**src/rtl/draw_pkg.sv**
```systemverilog
// Shared definitions for the draw sequencer: screen/sprite geometry, the
// sequencer state encoding and small combinational helpers.
package draw_pkg;

    localparam int SCREEN_W = 160;
    localparam int SCREEN_H = 120;
    localparam int SPR_W    = 12;
    localparam int SPR_H    = 16;

    // Largest top-left sprite corner that keeps the whole sprite on screen.
    localparam logic [7:0] MAX_X = 8'(SCREEN_W - SPR_W);
    localparam logic [7:0] MAX_Y = 8'(SCREEN_H - SPR_H);

    localparam int WDOG_W = 15;

    typedef enum logic [2:0] {
        S_IDLE  = 3'd0,
        S_STAGE = 3'd1,
        S_ERASE = 3'd2,
        S_GAP   = 3'd3,
        S_DRAW  = 3'd4,
        S_FIN   = 3'd5
    } state_t;

    // Unsigned saturation of a coordinate to its legal maximum.
    function automatic logic [7:0] clamp8(input logic [7:0] v, input logic [7:0] lim);
        return (v > lim) ? lim : v;
    endfunction

    // States in which an engine command is being held.
    function automatic logic is_cmd(input state_t s);
        return (s == S_STAGE) || (s == S_ERASE) || (s == S_DRAW);
    endfunction

endpackage

```
**src/rtl/draw_sequencer_plot_mux.sv**
```systemverilog
// VGA plot bus mux: delays the "command active" condition by one cycle to line
// up with the engine's registered pixel coordinates, and selects the sprite or
// background coordinate source.
module plot_mux
    import draw_pkg::*;
(
    input  logic       clk,
    input  logic       reset,
    input  state_t     state,
    input  logic       draw_done,
    input  logic [7:0] mario_x,
    input  logic [7:0] mario_y,
    input  logic [7:0] bkg_x,
    input  logic [7:0] bkg_y,
    output logic [7:0] vga_x,
    output logic [6:0] vga_y,
    output logic       plot,
    output logic       colour_sel
);

    logic plot_d, plot_q;
    logic sel_d,  sel_q;

    // Next plot/select: plot while a command runs, except on its final (done) cycle.
    always_comb begin
        plot_d = 1'b0;
        sel_d  = 1'b0;
        if (is_cmd(state) && !draw_done) begin
            plot_d = 1'b1;
        end else begin
            plot_d = 1'b0;
        end
        if (state == S_DRAW) begin
            sel_d = 1'b1;
        end else begin
            sel_d = 1'b0;
        end
    end

    // One-cycle delay register for plot enable and colour source.
    always_ff @(posedge clk) begin
        if (reset) begin
            plot_q <= 1'b0;
            sel_q  <= 1'b0;
        end else begin
            plot_q <= plot_d;
            sel_q  <= sel_d;
        end
    end

    // Coordinate source select; y bus carries only the low 7 bits.
    always_comb begin
        vga_x = bkg_x;
        vga_y = bkg_y[6:0];
        if (sel_q) begin
            vga_x = mario_x;
            vga_y = mario_y[6:0];
        end else begin
            vga_x = bkg_x;
            vga_y = bkg_y[6:0];
        end
    end

    assign plot       = plot_q;
    assign colour_sel = sel_q;

endmodule

```
**src/rtl/draw_sequencer.sv**
```systemverilog
// Draw engine scheduler: sequences stage/erase/draw commands one at a time,
// latches the clamped sprite position, tracks pending requests and aborts a
// command that never completes.
module draw_sequencer
    import draw_pkg::*;
#(
    parameter int         TIMEOUT_CYCLES = 20000,
    parameter logic [7:0] MAX_X_P        = MAX_X,
    parameter logic [7:0] MAX_Y_P        = MAX_Y
) (
    input  logic       clk,
    input  logic       reset,
    input  logic       frame_tick,
    input  logic       stage_req,
    input  logic [7:0] pos_x,
    input  logic [7:0] pos_y,
    input  logic       draw_done,
    input  logic [7:0] mario_x,
    input  logic [7:0] mario_y,
    input  logic [7:0] bkg_x,
    input  logic [7:0] bkg_y,
    output logic       drM,
    output logic       erM,
    output logic       drStage1,
    output logic [7:0] px,
    output logic [7:0] py,
    output logic [7:0] vga_x,
    output logic [6:0] vga_y,
    output logic       plot,
    output logic       colour_sel,
    output logic       busy,
    output logic       frame_done,
    output logic       overrun,
    output logic       timeout_err
);

    localparam logic [WDOG_W-1:0] WDOG_LIMIT = WDOG_W'(TIMEOUT_CYCLES - 1);

    state_t            state_d, state_q;
    logic [7:0]        px_d, px_q, py_d, py_q;
    logic [7:0]        nxt_x_d, nxt_x_q, nxt_y_d, nxt_y_q;
    logic              stage_pend_d, stage_pend_q;
    logic              draw_pend_d, draw_pend_q;
    logic              boot_d, boot_q;
    logic [WDOG_W-1:0] wdog_d, wdog_q;
    logic              timeout_err_d, timeout_err_q;
    logic              overrun_d, overrun_q;
    logic [7:0]        clamp_x_s, clamp_y_s;

    assign clamp_x_s = clamp8(pos_x, MAX_X_P);
    assign clamp_y_s = clamp8(pos_y, MAX_Y_P);

    // Next-state, position latch, pending flags and watchdog.
    always_comb begin
        state_d       = state_q;
        px_d          = px_q;
        py_d          = py_q;
        nxt_x_d       = nxt_x_q;
        nxt_y_d       = nxt_y_q;
        stage_pend_d  = stage_pend_q;
        draw_pend_d   = draw_pend_q;
        boot_d        = boot_q;
        wdog_d        = '0;
        timeout_err_d = timeout_err_q;
        overrun_d     = 1'b0;

        // Requests arriving while busy: stage is remembered, frame tick is dropped.
        if (state_q != S_IDLE) begin
            stage_pend_d = stage_pend_q | stage_req;
            overrun_d    = frame_tick;
        end else begin
            overrun_d    = 1'b0;
        end

        case (state_q)
            S_IDLE: begin
                if (stage_req || stage_pend_q || boot_q) begin
                    state_d      = S_STAGE;
                    stage_pend_d = 1'b0;
                    boot_d       = 1'b0;
                    draw_pend_d  = 1'b1;
                end else if (frame_tick && ((clamp_x_s != px_q) || (clamp_y_s != py_q))) begin
                    state_d     = S_ERASE;
                    nxt_x_d     = clamp_x_s;
                    nxt_y_d     = clamp_y_s;
                    draw_pend_d = 1'b1;
                end else if (frame_tick) begin
                    state_d = S_FIN;
                end else begin
                    state_d = S_IDLE;
                end
            end
            S_STAGE, S_ERASE: begin
                if (draw_done) begin
                    state_d = S_GAP;
                    px_d    = nxt_x_q;
                    py_d    = nxt_y_q;
                end else if (wdog_q == WDOG_LIMIT) begin
                    state_d       = S_IDLE;
                    timeout_err_d = 1'b1;
                    draw_pend_d   = 1'b0;
                end else begin
                    wdog_d = wdog_q + WDOG_W'(1);
                end
            end
            S_GAP: begin
                // Single quiet cycle so the engine counters rearm.
                if (draw_pend_q) begin
                    state_d = S_DRAW;
                end else begin
                    state_d = S_FIN;
                end
            end
            S_DRAW: begin
                if (draw_done) begin
                    state_d     = S_FIN;
                    draw_pend_d = 1'b0;
                end else if (wdog_q == WDOG_LIMIT) begin
                    state_d       = S_IDLE;
                    timeout_err_d = 1'b1;
                    draw_pend_d   = 1'b0;
                end else begin
                    wdog_d = wdog_q + WDOG_W'(1);
                end
            end
            S_FIN: begin
                state_d = S_IDLE;
            end
            default: begin
                state_d = S_IDLE;
            end
        endcase
    end

    // State and datapath registers; reset forces a power-up stage redraw.
    always_ff @(posedge clk) begin
        if (reset) begin
            state_q       <= S_IDLE;
            px_q          <= 8'd0;
            py_q          <= 8'd0;
            nxt_x_q       <= 8'd0;
            nxt_y_q       <= 8'd0;
            stage_pend_q  <= 1'b0;
            draw_pend_q   <= 1'b0;
            boot_q        <= 1'b1;
            wdog_q        <= '0;
            timeout_err_q <= 1'b0;
            overrun_q     <= 1'b0;
        end else begin
            state_q       <= state_d;
            px_q          <= px_d;
            py_q          <= py_d;
            nxt_x_q       <= nxt_x_d;
            nxt_y_q       <= nxt_y_d;
            stage_pend_q  <= stage_pend_d;
            draw_pend_q   <= draw_pend_d;
            boot_q        <= boot_d;
            wdog_q        <= wdog_d;
            timeout_err_q <= timeout_err_d;
            overrun_q     <= overrun_d;
        end
    end

    assign drStage1    = (state_q == S_STAGE);
    assign erM         = (state_q == S_ERASE);
    assign drM         = (state_q == S_DRAW);
    assign busy        = (state_q != S_IDLE);
    assign frame_done  = (state_q == S_FIN);
    assign px          = px_q;
    assign py          = py_q;
    assign overrun     = overrun_q;
    assign timeout_err = timeout_err_q;

    plot_mux u_plot_mux (
        .clk        (clk),
        .reset      (reset),
        .state      (state_q),
        .draw_done  (draw_done),
        .mario_x    (mario_x),
        .mario_y    (mario_y),
        .bkg_x      (bkg_x),
        .bkg_y      (bkg_y),
        .vga_x      (vga_x),
        .vga_y      (vga_y),
        .plot       (plot),
        .colour_sel (colour_sel)
    );

endmodule

```
**config.mk**
```make
export PLATFORM = sky130hd
export DESIGN_NAME = draw_sequencer
export DESIGN_NICKNAME = d
export VERILOG_FILES = /design/src/rtl/draw_pkg.sv /design/src/rtl/draw_sequencer_plot_mux.sv /design/src/rtl/draw_sequencer.sv
export SDC_FILE = /design/constraint.sdc
export NUM_CORES = 1
export LEC_CHECK = 0
export CAP_MARGIN = 20
export CORE_ASPECT_RATIO = 1.5
export CORE_MARGIN = 1.5
export CORE_UTILIZATION = 25
export DETAILED_ROUTE_END_ITERATION = 8
export GPL_TIMING_DRIVEN = 0
export HOLD_SLACK_MARGIN = 0.1
export SLEW_MARGIN = 30
export SYNTH_ARGS = -nofsm -noshare
export SYNTH_HDL_FRONTEND = slang
export SYNTH_SLANG_ARGS = --single-unit
```
**constraint.sdc**
```tcl
create_clock -name clk -period 1.9 [get_ports clk]
set_input_delay 0.19 -clock clk [delete_from_list [all_inputs] [get_ports clk]]
set_output_delay 0.19 -clock clk [all_outputs]
set_load 0.005 [all_outputs]
```
==> flow_metrics.tcl <==
set metrics [dict create \
    outcome "finished with violations" \
    violations "negative setup slack" \
    postSynthCellCount 351 \
    layout_commonest_cell "clkdlybuf4s50_1" \
    grt.overflow.total 0 \
    drc_errors 0 \
    post-route-period-util_pct 100.7 \
    layout_common_cells "clkdlybuf4s50_1 (70), nor2_1 (48), dfxtp_1 (46)" \
    finalNonFillerCells 640 \
    coreArea_sq_um 12080 \
    numCtsBuffers 9 \
    critPathSlowestCell "dfxtp_2" \
    totalWireLength_microns 10050 \
    cp_cell_sequence "nor4bb_4 -> a31oi_1 -> o31ai_2 -> buf_4 -> and4_4 -> a211oi_4 -> a32o_2" \
    pin_count 93 \
    io_buffers 87 \
    synth-seq-cells 57 \
    die_h_microns 140.1 \
    post_dp_cell_area_sq_um 4194 \
    cts_sinks 57 \
    worst-setup-path-type "reg2reg" \
    viasPerCell 4.917 \
    layout-drive-gt1-share_pct 30.80 \
    timing.rr.end "nxt_x_q[1]$_SDFFE_PP0P_" \
    grt_pass1_wl_microns 15530 \
    first_pass_iters 5 \
    synth_nets 405 \
    clk_pin_slew_ns 0.05 \
    cp_slowest_stage_delay_ns 0.36 \
    synth_edf_count 0 \
    start_kind "register" \
    grt_usage_pct 14.90 \
    min_path_type "in2reg" \
    required_ns 2.11 \
    hold_buffers 0 \
    drt_iter0_markers 90 \
    crit_arrival_ns 2.12 \
    htreeDepth 3 \
    fmax_mhz 522.6 \
    end_kind "register" \
    vdd_drop_max_uv 409.7 \
    synth-main-ff-cell "dfxtp_1" \
    critical_path.startpoint "py[2]$_SDFFE_PP0P_" \
    insertion_delay_ns 0.32 \
    dieArea_sq_um 13220 \
    dp_cells 591 \
    maxSlewHeadroom_pct 62.19 \
    clock_path_buffers 2 \
    setup_viol 1 \
    dieWidth_microns 94.39 \
    drt-wirelength-per-cell_microns 15.70 \
    final_area_sq_um 5126 \
    ys_async_sr_fraction_pct 0 \
    cp_max_fo 6 \
    syn_to_final_growth_pct 63.68 \
    fin_ws_ns -0.01346 \
    rr_worst_depth 7 \
    fin_crit_ns 1.913 \
    drv_cap 0 \
    first_global_vias 3238 \
    p_per_area_nw_per_um2 672.7 \
    antennaDiodeCount 0 \
    grt_max_degree 12 \
    gp_congestion 0.7884 \
    crit_path_end "nxt_x_q[1]$_SDFFE_PP0P_" \
    r2r_setup_slack_ns -0.01 \
    ys_types 66 \
    finalHoldViolCount 0 \
    postRouteAntennaNets 0 \
    dr_total_vias 3147 \
    start_util_pct 25.93 \
    netlist_area_sq_um 3132 \
    leakage_nw 1.945 \
    total_power_w 0.003449 \
    post-route-util_pct 42.44 \
    tightestPinTransition_ns 0.5672 \
    tns_ns -0.01346 \
    yosysWarnings 0 \
    clock-root-buffer "clkbuf_16" \
    rsz0062_at_grt "yes" \
    cts_tree "built" \
    ys_seq_area_share_pct 36.44 \
    r2r-start "py[2]$_SDFFE_PP0P_" \
    antenna_found_initial 0 \
    maxSlewViolCount 0 \
    fin_nets 536 \
    fin_worst_skew_ns 0.005069 \
    avgSynthCellArea_sq_um 8.922 \
    row_count 49 \
    n_fill_cell 1153 \
    hpwl_microns 6893 \
]
-- flip-flops by register name (all words and copies together), names as in the netlist --
signal,count
stage_pend_q,1
boot_q,1
u_plot_mux.plot,1
timeout_err,1
u_plot_mux.colour_sel,1
px,8
nxt_x_q,8
overrun,1
nxt_y_q,8
py,8
state_q,3
wdog_q,15
draw_pend_q,1
-- synth_stat cells, drive strengths merged (2+ instances only) --
cell type | n | area (sq um)
buf | 13 | 98.84
nand2 | 27 | 103.9
a32o | 7 | 77.57
a21oi | 10 | 50.05
or3 | 5 | 31.28
nand2b | 4 | 25.02
a2111oi | 4 | 53.81
xnor2 | 13 | 113.9
and4 | 2 | 20.02
inv | 13 | 48.80
nand4 | 5 | 31.28
or2 | 3 | 21.27
nor3 | 9 | 45.04
clkbuf | 6 | 22.52
a211oi | 5 | 60.05
o311ai | 4 | 35.04
xor2 | 7 | 61.31
o21ai | 11 | 55.05
dfxtp | 57 | 1141
o211a | 6 | 60.06
nor4 | 2 | 12.51
nor4b | 2 | 17.52
o211ai | 4 | 30.03
mux2 | 15 | 168.9
a2bb2oi | 4 | 35.03
nor4bb | 3 | 30.03
mux2i | 15 | 150.1
o31ai | 3 | 36.28
nand3 | 8 | 40.04
nor2 | 52 | 197.7
and3 | 4 | 25.02
nor2b | 4 | 32.53
a31oi | 5 | 31.28
-- logic make-up after synthesis --
group / synth area share [%]
AO/OA/AOI/OAI: 20.90
AND/OR/NAND/NOR: 20.93
adder cells (fa/ha/maj): 0.3995
XOR/XNOR: 5.593
buffers and inverters: 5.553
multiplexers: 10.19
flip-flops: 36.44
-- area by class of cell --
type | count | area, sq um | share of cell area (%)
plain buffers | 16 | 143.9 | 2.807
well taps | 153 | 191.4 | 3.734
inverters | 14 | 57.56 | 1.123
clock buffers | 9 | 225.2 | 4.393
multi-input cells | 261 | 2105 | 41.05
clock inverters | 7 | 46.29 | 0.9031
flip-flops and latches | 57 | 1172 | 22.87
repair buffers | 123 | 1185 | 23.11
-- worst min path at each step --
stage	startpoint	end	slack (ns)	cells after the start
after global routing	pos_x[6]	nxt_x_q[6]$_SDFFE_PP0P_	0.15	2
after detailed placement	boot_q$_SDFFE_PP1P_	boot_q$_SDFFE_PP1P_	0.43	2
after global placement	boot_q$_SDFFE_PP1P_	boot_q$_SDFFE_PP1P_	0.43	2
after CTS	pos_x[6]	nxt_x_q[6]$_SDFFE_PP0P_	0.13	2
final	pos_x[6]	nxt_x_q[6]$_SDFFE_PP0P_	0.16	2
after floorplan	draw_done	u_plot_mux.plot$_SDFF_PP0_	0.30	1
-- critical path: cells and delay by family (launching register included) --
family	cells	cell delay [ns]
buf+inv	1	0.15
compound gates	4	0.70
simple gates	2	0.59
flops	1	0.36
-- what timing repair did --
item | CTS | global route
setup buffers | 21 | 14
resized for setup | 54 | 72
pin swaps | 24 | 29
setup endpoints to repair | 51 | 50
cloned | 2 | 0
-- where the power goes --
| group | internal (W) | switching [W] |
|---|---|---|
| clock network | 0.000877 | 0.000578 |
| registers | 0.00123 | 0.0000364 |
| logic | 0.000381 | 0.000345 |
| total | 0.00249 | 0.000959 |
-- through the flow --
| stage | hold WS, ns | setup slack, ns |
|---|---|---|
| 5_1_grt | 0.1546 | -0.1196 |
| 4_1_cts | 0.1291 | -0.02253 |
| 3_3_place_gp | 0.4266 | -0.6564 |
| 2_1_floorplan | 0.3018 | 0.05813 |
| 6_report | 0.1602 | -0.01346 |
| 3_5_place_dp | 0.4335 | -0.7033 |
-- layer usage --
layer | up-vias | GRT usage (%) | wire length [microns]
met4 | 0 | 6.677 | 159
met1 | 1504 | 16.98 | 4019
met5 | - | 0 | 0
met3 | 14 | 3.312 | 351
met2 | 79 | 26.01 | 5518
li1 | 1550 | - | -
Power figures use the tool's default switching activity.
